==> src/rtl/bp_stream_host_ctrl.sv <==
// Host stream port controller: address steering, LOAD->RUN bring-up FSM with watchdog,
// and a registered round-robin merge of MMIO responses and status onto the outbound stream.
module bp_stream_host_ctrl #(
    parameter int unsigned stream_addr_width_p = 32,
    parameter int unsigned stream_data_width_p = 32,
    parameter int unsigned nbf_addr_p          = 'h10,
    parameter int unsigned mmio_addr_p         = 'h20,
    parameter int unsigned ctrl_addr_p         = 'h30,
    parameter int unsigned timeout_width_p     = 16
) (
    input  logic                           clk_i,
    input  logic                           reset_n_i,
    input  logic                           stream_v_i,
    input  logic [stream_addr_width_p-1:0] stream_addr_i,
    input  logic [stream_data_width_p-1:0] stream_data_i,
    output logic                           stream_yumi_o,
    output logic                           nbf_v_o,
    output logic [stream_data_width_p-1:0] nbf_data_o,
    input  logic                           nbf_ready_i,
    output logic                           mmio_v_o,
    output logic [stream_data_width_p-1:0] mmio_data_o,
    input  logic                           mmio_ready_i,
    input  logic                           prog_done_i,
    input  logic                           resp_v_i,
    input  logic [stream_data_width_p-1:0] resp_data_i,
    output logic                           resp_yumi_o,
    output logic                           stream_v_o,
    output logic [stream_data_width_p-1:0] stream_data_o,
    input  logic                           stream_ready_i,
    output logic [1:0]                     state_o,
    output logic                           error_o
);

    localparam int unsigned SA = stream_addr_width_p;
    localparam int unsigned SD = stream_data_width_p;
    localparam int unsigned TW = timeout_width_p;
    localparam logic [TW-1:0] WD_MAX = '1;

    typedef enum logic [1:0] {
        ST_LOAD  = 2'd0,
        ST_RUN   = 2'd1,
        ST_ERROR = 2'd2
    } state_e;

    state_e         state, state_next;
    logic [TW-1:0]  wdog, wdog_next;
    logic [3:0]     err, err_next;
    logic           status_pend;
    logic           last_mmio;
    logic           out_v;
    logic [SD-1:0]  out_data;

    logic is_nbf, is_mmio, is_ctrl;
    logic nbf_accept, restart, status_req;
    logic [3:0] drop_err;
    logic load_en, grant_resp, grant_status;
    logic [SD-1:0] status_word;

    // Address decode and zero-cycle steering of the inbound word
    always_comb begin
        is_nbf   = (stream_addr_i == SA'(nbf_addr_p));
        is_mmio  = (stream_addr_i == SA'(mmio_addr_p));
        is_ctrl  = (stream_addr_i == SA'(ctrl_addr_p));
        nbf_v_o  = stream_v_i & is_nbf & (state == ST_LOAD);
        mmio_v_o = stream_v_i & is_mmio & (state == ST_RUN);
        if (nbf_v_o) begin
            stream_yumi_o = nbf_ready_i;
        end else if (mmio_v_o) begin
            stream_yumi_o = mmio_ready_i;
        end else begin
            stream_yumi_o = stream_v_i;
        end
        nbf_accept = nbf_v_o & nbf_ready_i;
        restart    = stream_v_i & is_ctrl & stream_data_i[0];
        status_req = stream_v_i & is_ctrl & stream_data_i[1];
        drop_err   = {1'b0,
                      stream_v_i & ~is_nbf & ~is_mmio & ~is_ctrl,
                      stream_v_i & is_mmio & (state != ST_RUN),
                      stream_v_i & is_nbf & (state != ST_LOAD)};
    end

    assign nbf_data_o  = stream_data_i;
    assign mmio_data_o = stream_data_i;

    // Bring-up FSM and watchdog; a restart command overrides everything else
    always_comb begin
        state_next = state;
        wdog_next  = '0;
        err_next   = err | drop_err;
        if (state == ST_LOAD) begin
            if (nbf_accept) begin
                wdog_next = '0;
            end else if (wdog == WD_MAX) begin
                wdog_next = wdog;
            end else begin
                wdog_next = wdog + TW'(1);
            end
            if (prog_done_i) begin
                state_next = ST_RUN;
            end else if (wdog_next == WD_MAX) begin
                state_next  = ST_ERROR;
                err_next[3] = 1'b1;
            end
        end
        if (restart) begin
            state_next = ST_LOAD;
            wdog_next  = '0;
            err_next   = '0;
        end
    end

    // Round-robin between MMIO responses and the pending status word
    always_comb begin
        load_en      = ~out_v | stream_ready_i;
        grant_resp   = load_en & resp_v_i & (~status_pend | ~last_mmio);
        grant_status = load_en & status_pend & (~resp_v_i | last_mmio);
        status_word  = SD'({err, 2'b00, state});
    end

    assign resp_yumi_o = grant_resp;

    always_ff @(posedge clk_i or negedge reset_n_i) begin
        if (!reset_n_i) begin
            state       <= ST_LOAD;
            wdog        <= '0;
            err         <= '0;
            status_pend <= 1'b0;
            last_mmio   <= 1'b1;
            out_v       <= 1'b0;
            out_data    <= '0;
        end else begin
            state       <= state_next;
            wdog        <= wdog_next;
            err         <= err_next;
            status_pend <= (status_pend & ~grant_status) | status_req;
            if (load_en) begin
                out_v <= grant_resp | grant_status;
                if (grant_resp) begin
                    out_data  <= resp_data_i;
                    last_mmio <= 1'b1;
                end else if (grant_status) begin
                    out_data  <= status_word;
                    last_mmio <= 1'b0;
                end
            end
        end
    end

    assign stream_v_o    = out_v;
    assign stream_data_o = out_data;
    assign state_o       = state;
    assign error_o       = |err;

endmodule

==> config.mk <==
export PLATFORM = sky130hd
export DESIGN_NAME = bp_stream_host_ctrl
export DESIGN_NICKNAME = d
export VERILOG_FILES = /design/src/rtl/bp_stream_host_ctrl.sv
export SDC_FILE = /design/constraint.sdc
export NUM_CORES = 1
export LEC_CHECK = 0
export CORE_MARGIN = 2
export CORE_UTILIZATION = 40
export DETAILED_ROUTE_END_ITERATION = 6
export PLACE_DENSITY = 0.85
export SLEW_MARGIN = 20
export SYNTH_ARGS = -nofsm -noshare
export SYNTH_HDL_FRONTEND = slang
export SYNTH_SLANG_ARGS = --single-unit
==> constraint.sdc <==
create_clock -name clk_i -period 6.8 [get_ports clk_i]
set_clock_uncertainty 0.2 [all_clocks]
set_input_delay 1.36 -clock clk_i [delete_from_list [all_inputs] [get_ports clk_i]]
set_output_delay 1.36 -clock clk_i [all_outputs]
set_load 0.05 [all_outputs]
Word level (Yosys, flattened, before mapping). Cells that the tools add are included. W data, S select, Z words.

Flip-flop bits (word level): 57. Input bits: 104. Word-level logic and storage cells: 74.

$add $sub $neg: 1. Eq/ne operators: 7. Muxes and demuxes: 19. Bitwise logic cells: 32. Reduce and logical (&&, ||, !) cells: 8.

Operator list (number): $mux W16 (5); $eq A32 B6 Y1 const B (2); $mux W32 (2); $eq A16 B16 Y1 const B (2); $eq A32 B5 Y1 const B (1); $and A1 B1 Y1 (18); $add A16 B1 Y16 const B (1); $mux W2 (4); $not A1 Y1 (8); $mux W1 (7); $reduce_bool A2 Y1 (3); $or A1 B1 Y1 (5); $mux W4 (1); $or A4 B3 Y4 (1); $reduce_and A2 Y1 (2); $reduce_or A4 Y1 (1); $reduce_bool A3 Y1 (1); $eq A2 B1 Y1 const B (1); $logic_not A2 Y1 (1); $ne A2 B1 Y1 const B (1).

Longest topological paths before layout. Gate-level depths: netlist of run 1.

Word-level depth: 11. Depth in mapped cells: 8. Gate-level depth less buffers: 8.

Worst setup path after synthesis of run 1. No wires, ideal clock.

Kind: input to output. Start: input port stream_addr_i[10]. End: output port stream_yumi_o. Arrival: 4.548 ns. Data required time: 5.240 ns. Path slack: 0.692 ns. Stages on the path: 6. Cell sequence: nor4_1 nand4_1 nor3_2 nand3_1 nor4_1 o21bai_1.

Elaborated cells between the ends (all ways): 8. Those cells by class: eq/ne: 2; mux: 2; bitwise: 4.

RTL lines: start, declared (RTL line 14) `input logic [stream_addr_width_p-1:0] stream_addr_i,`; $eq A32 B5 Y1 (RTL line 61) `is_nbf = (stream_addr_i == SA'(nbf_addr_p));`; $and A1 B1 Y1 (2 in series) (RTL line 64) `nbf_v_o = stream_v_i & is_nbf & (state == ST_LOAD);`; named net nbf_v_o (RTL line 17) `output logic nbf_v_o,`; $mux W1 (RTL line 66) `if (nbf_v_o) begin`; end, declared (RTL line 16) `output logic stream_yumi_o,`.

The timed path passes the listed nets, and every way through them passes these cells.

Worst setup path in the final report of run 1.
Start: input port stream_addr_i[10]. End: output port nbf_v_o.

Longest elaborated chain between the ends: 3.

RTL lines (RTL line): $eq A32 B5 Y1 (61); $and A1 B1 Y1 (2 in series) (64); end, declared (17).

Every way passes these cells.

==> flow_summary.ini, run 1 <==
[synth]
ys_warn_count = 0
netlist_area_um2 = 3262
yosysUniqueCellTypes = 55
async_flop_share = 1.000
synth-edff-count = 0
ys.flop_type = dfrtp_1
avgSynthCellArea_um2 = 9.884
synth_seq_area_share = 0.4377
postSynthNetCount = 435
ys_ff_latch = 57
synthesis.instances = 330

[setup_path]
startpoint = stream_addr_i[10]
arrival_ps = 4040
crit_path_cell_trace = clkdlybuf4s50_1, nor4_1, nand4_1, nor3_2, nand3_1, nor4_1, clkdlybuf4s50_1
r2r_start = wdog[0]
endpoint_kind = output pin
crit_family = simple AND/OR/NAND/NOR gates
r2r_cells = 8
cp_num_buf_inv = 2
crit_fanout = 5
criticalPathCategory = in -> out
cpPeakStageDelay_ps = 880
cp_slowest_cell = clkdlybuf4s50_1
cp.required_ps = 5240
start_kind = input pin
reg2reg_slack_ps = 4060
r2r_end = err[3]

[drt]
drtIter0Drc = 202
drc = 0
wire_per_inst_um = 16.58
routed_wl_mm = 8.158
antenna_left = 0
via_per_inst = 5.343
num_vias = 2629
firstDrtPassIters = 4

[cells_and_area]
fin_area_um2 = 4258
fin_nets = 490
area_growth_pct = 30.53
multi_input_area_um2 = 1297
antenna_cells = 0
seq_area_um2 = 1428
drive_above_1_share = 0.08462
fill_cells = 683

[cts]
cts_resized = 0
cts_tree = done
insertion_delay_ps = 340
clk_pin_slew_worst_paths_ps = 60
cts_buffers = 9
cts-root-buf = clkbuf_8
cts_max_level = 3
cts_buffer_depth = 2
cts_setup_buffers = 0
hold_buffers = 0
cts_sinks = 57

[worst_hold_path]
min_to = stream_data_o[9]
min_path_type = reg -> reg
hold_depth = 1
min_from = stream_data_o[9]

[sta]
final.setup.worst_slack_ps = 1196
rsz0062_at_grt = false
setup_viol = 0
post-route-period-util = 0.8241
slew_headroom = 0.2828
period_minus_slack_ps = 5604
maxSlewViolCount = 0
hold_viol = 0
max_slew.worst_pin.slew_ps = 1076
tns_ps = 0
fmax_mhz = 178.5

[floorplanning]
fp-row-count = 32
die_y_um = 94.31
start_util = 0.4178
ios = 208
core-area_um2 = 7807
die_w_um = 94.31
die-area_um2 = 8893

[grt]
gr-usage-met2 = 0.3054
grt-ovfl-total = 0
grt_usage = 0.1794
grt_pass1_wl_mm = 12.52
gr-usage-met3 = 0.06340
met1_usage = 0.2104
antenna_found_initial = 0
grt_pass1_vias = 2599
gr-max-usage-layer = met2
grt_max_degree = 58

[placed_design]
post_dp_cell_area_um2 = 4053
gp_congestion = 0.9214
io_buffers = 117
hpwl_mm = 5.945
place_ws_ps = 1217

[power_and_ir_drop]
ir_drop_v = 0.0001078
pwr_density_cell_nw_per_um2 = 225.2
p_leak_nw = 1.753

[run]
cap_viol_max_count = 0

[run_status]
status = complete, no violations
==> metal layers <==
| metal | routed length [µm] | vias up | share of wire |
|---|---|---|---|
| met2 | 4150 | 98 | 0.51 |
| met5 | 0 | - | 0 |
| met3 | 612 | 28 | 0.075 |
| met1 | 3207 | 1265 | 0.39 |
| met4 | 188 | 0 | 0.023 |
| li1 | - | 1238 | - |
==> registers in the layout, summed over array words and instances, names as in the netlist <==
register       flops
stream_data_o     32
last_mmio          1
stream_v_o         1
wdog              16
state_o            2
status_pend        1
err                4
==> layout by cell type, fill, tap and decap left out, types with 3 or more instances in the layout <==
cell type and count:
clkbuf_8 9, nor2_1 23, a22o_1 27, a21oi_1 13, mux2i_1 5, nand2b_1 3
clkdlybuf4s50_1 116, clkbuf_1 3, nand2_1 26, nor2b_1 5, nor4_1 13, xnor2_1 4
inv_1 5, o21ai_0 12, nand3_1 8, xor2_1 5, dfrtp_1 56, nand4_1 6
==> metrics by stage <==
stage | power, mW | utilization | cells | hold slack, ps
after floorplan | 0.6117 | - | 330 | 286.8
after global placement | 0.6288 | 0.5191 | 476 | 283.8
after detailed placement | 0.6328 | 0.5191 | 476 | 282.4
after CTS | 0.9659 | 0.5454 | 492 | 303.8
after global routing | 0.9947 | 0.5454 | 492 | 315.8
final | 0.9588 | 0.5454 | 492 | 298.6
==> worst reg2reg max path: cells and delay by family (launching register included) <==
kind | cells | cell delay (ps)
flip-flops | 1 | 470
multiplexers | 1 | 390
AO/OA/AOI/OAI | 2 | 330
adder cells (fa/ha/maj) | 1 | 340
AND/OR/NAND/NOR | 4 | 960
==> cell families after synthesis <==
group	count (synthesis)	share of synthesized area
AND/OR/NAND/NOR	107	0.1949
multiplexers	6	0.01880
AO/OA/AOI/OAI	70	0.1538
adder cells (fa/ha/maj)	1	0.003835
XOR/XNOR	9	0.02416
flip-flops	57	0.4377
buffers and inverters	80	0.1669
==> report_power, final <==
group	internal (mW)	switching (mW)	leakage, nW
logic	0.102	0.145	0.923
clock network	0.205	0.127	0.104
registers	0.365	0.0146	0.726
total	0.672	0.287	1.75
==> area by class of cell <==
| cell class | count | share of cell area |
|---|---|---|
| clock buffer | 12 | 0.03174 |
| clock inverter | 4 | 0.01646 |
| inverter | 5 | 0.004408 |
| multi-input combinational | 193 | 0.3047 |
| sequential | 57 | 0.3353 |
| tap | 102 | 0.02997 |
| timing repair buffer | 119 | 0.2774 |
==> worst max-delay path by stage <==
stage	slack [ps]	depth (start not counted)	end
finish	1200	7	nbf_v_o
global route	1000	7	nbf_v_o
CTS	1200	7	stream_yumi_o
detailed placement	1220	7	nbf_v_o
global placement	1290	7	stream_yumi_o
floorplan	690	6	stream_yumi_o
==> synth_stat cells (all sizes together) (2+ instances only) <==
| cell type | instances | area share |
|---|---|---|
| nand3 | 9 | 0.018 |
| a22o | 27 | 0.072 |
| a211oi | 2 | 0.0046 |
| nor4 | 16 | 0.039 |
| nand2b | 4 | 0.0084 |
| clkbuf | 8 | 0.0092 |
| nor2b | 5 | 0.0096 |
| nand2 | 26 | 0.030 |
| xnor2 | 4 | 0.011 |
| o21ai | 15 | 0.024 |
| a21oi | 14 | 0.021 |
| nor3 | 3 | 0.0061 |
| buf | 67 | 0.15 |
| nand4 | 9 | 0.028 |
| dfrtp | 56 | 0.43 |
| inv | 5 | 0.0058 |
| and4 | 2 | 0.0058 |
| nor2 | 23 | 0.026 |
| nor3b | 2 | 0.0046 |
| mux2i | 5 | 0.015 |
| xor2 | 5 | 0.013 |
| or3 | 2 | 0.0042 |
Note: power is estimated with default switching activity, not from simulation.
==> run 2: changes to the inputs <==
- CORE_UTILIZATION: 40 -> 37
- PLACE_DENSITY: 0.85 -> 0.79
- clock period: 6.8 -> 5.5 ns (I/O delays scaled with it)
==> run 2 against run 1 <==
  * Non-clock buffer count stayed put
  * Worst hold slack got worse by 1.1 ps
  * Wire length down 5.7%
  * Global-route usage down 1.7 points
  * Combinational power up 23%
  * First-iteration DRC count is 44% lower
  * Core utilization decreased by 5.4 points
  * Sequential cell count unchanged
  * Die area rose by 7.7%
  * Worst setup slack lost 730 ps
  * Critical path type unchanged
  * Highest routed layer unchanged
==> flow_summary.ini, run 2 (synthesis results as in run 1) <==
[placed_design]
gp_congestion = 0.8604
io_buffers = 117
dp_cells = 482
hpwl_mm = 5.884

[cts]
cts-root-buf = clkbuf_8
clk_pin_slew_worst_paths_ps = 70
hold_buffers = 0
cts_max_level = 3
cts_setup_buffers = 0
cts_buffers = 9
cts_tree = done
cts_buffer_depth = 2
cts_resized = 0
cts_sinks = 57
insertion_delay_ps = 330

[power_and_ir_drop]
p_int_uw = 750.1
combPwrFrac = 0.274
ir_drop_v = 0.0001074
switching_share = 0.3233
power_switching_uw = 358.4
pwr_density_cell_nw_per_um2 = 261.5
clock_power_share = 0.304
p_leak_nw = 1.738
pwr-share-seq = 0.422

[setup_path]
cp.required_ps = 4200
cp_slowest_cell = clkdlybuf4s50_1
start_kind = input pin
crit_fanout = 2
cp_num_buf_inv = 2
cpPeakStageDelay_ps = 820
r2r_cells = 8
crit_path_cell_trace = clkdlybuf4s50_1, nor4_1, and4_1, nand4_1, nor4b_1, o21bai_1, clkdlybuf4s50_1
crit_family = buffers and inverters
arrival_ps = 3730
cpMostUsedCell = clkdlybuf4s50_1
endpoint_kind = output pin
critical_path_cell_count = 7
criticalPathCategory = in -> out

[cells_and_area]
drive_above_1_share = 0.09231
antenna_cells = 0
area_growth_pct = 29.96
fin_nets = 490
layout_common_cells = 116 x clkdlybuf4s50_1, 56 x dfrtp_1, 27 x a22o_1, 26 x nand2_1, 23 x nor2_1
instances_no_fill = 498
layout_commonest_cell = clkdlybuf4s50_1
largest_reg_flops = 32

[run]
cap_viol_max_count = 0

[sta]
rsz0062_at_grt = false
maxSlewViolCount = 0
post-route-period-util = 0.9154
setup_viol = 0
fmax_mhz = 198.6
period_minus_slack_ps = 5035
max_slew.worst_pin.slew_ps = 1034
tns_ps = 0
hold_viol = 0
slew_headroom = 0.3105

[worst_hold_path]
min_path_type = reg -> reg
hold_depth = 1

[drt]
wire_per_inst_um = 15.45
antenna_left = 0
drtIter0Drc = 114
firstDrtPassIters = 4
drc = 0
routed_wl_mm = 7.696
num_vias = 2548
via_per_inst = 5.116

[grt]
grt_usage = 0.1620
grt_pass1_vias = 2637
grt-ovfl-total = 0
grt_max_degree = 58
grt_pass1_wl_mm = 12.81
antenna_found_initial = 0

[floorplanning]
start_util = 0.3777
die_y_um = 97.89
ios = 208
die-area_um2 = 9582
core-area_um2 = 8636
die_w_um = 97.89
fp-row-count = 34

[run_status]
status = complete, no violations
## run 2: power groups by stage
stage          logic [mW]  clock network [mW]  registers (mW)
2_1_floorplan       0.170                   0           0.586
3_3_place_gp        0.303                   0           0.474
3_5_place_dp        0.306                   0           0.476
4_1_cts             0.307               0.346           0.468
5_1_grt             0.318               0.368           0.472
6_report            0.304               0.337           0.468
## run 2: area by class of cell
cell class	count	area (µm²)
tap	108	135.1
timing repair buffer	119	1181
clock inverter	5	31.28
fill	773	4397
sequential	57	1428
clock buffer	11	141.4
inverter	5	18.77
multi-input combinational	193	1304
## run 2: per-layer routing
layer | GRT usage | wire (µm) | vias to the layer above
met5 | 0 | 0 | -
met4 | 0.05342 | 136 | 0
met3 | 0.05512 | 531 | 18
met2 | 0.2666 | 3813 | 105
met1 | 0.2003 | 3214 | 1187
li1 | - | - | 1238
## run 2: worst reg2reg max path, delay by kind of cell (launching register included)
| family | cells | cell delay, ps |
|---|---|---|
| DFF | 1 | 450 |
| adders and majority gates | 1 | 340 |
| muxes | 1 | 370 |
| AOI/OAI and AO/OA | 2 | 350 |
| and+or+nand+nor | 4 | 920 |
## run 2: stage by stage
step	instance area, µm²	setup slack (ps)	hold slack, ps	total power, mW	utilization
3_5_place_dp	4066	449.8	282.2	0.7815	0.4709
6_report	4239	465.3	297.5	1.108	0.4909
2_1_floorplan	3268	694.4	286.8	0.7563	-
4_1_cts	4239	443.6	302.4	1.122	0.4909
5_1_grt	4239	288.9	314.4	1.158	0.4909
3_3_place_gp	4066	553.9	284.1	0.7770	0.4709
## run 2: final timing paths
path,slack [ps],endpoint,from
worst max-delay path,470,stream_yumi_o,stream_addr_i[3]
worst min-delay path,300,stream_data_o[28],stream_data_o[28]
worst max register to register,2800,state_o[1],wdog[0]
worst min register to register,300,stream_data_o[28],stream_data_o[28]
max in group asynchronous,3930,stream_data_o[23],reset_n_i
min in group asynchronous,690,stream_data_o[22],reset_n_i
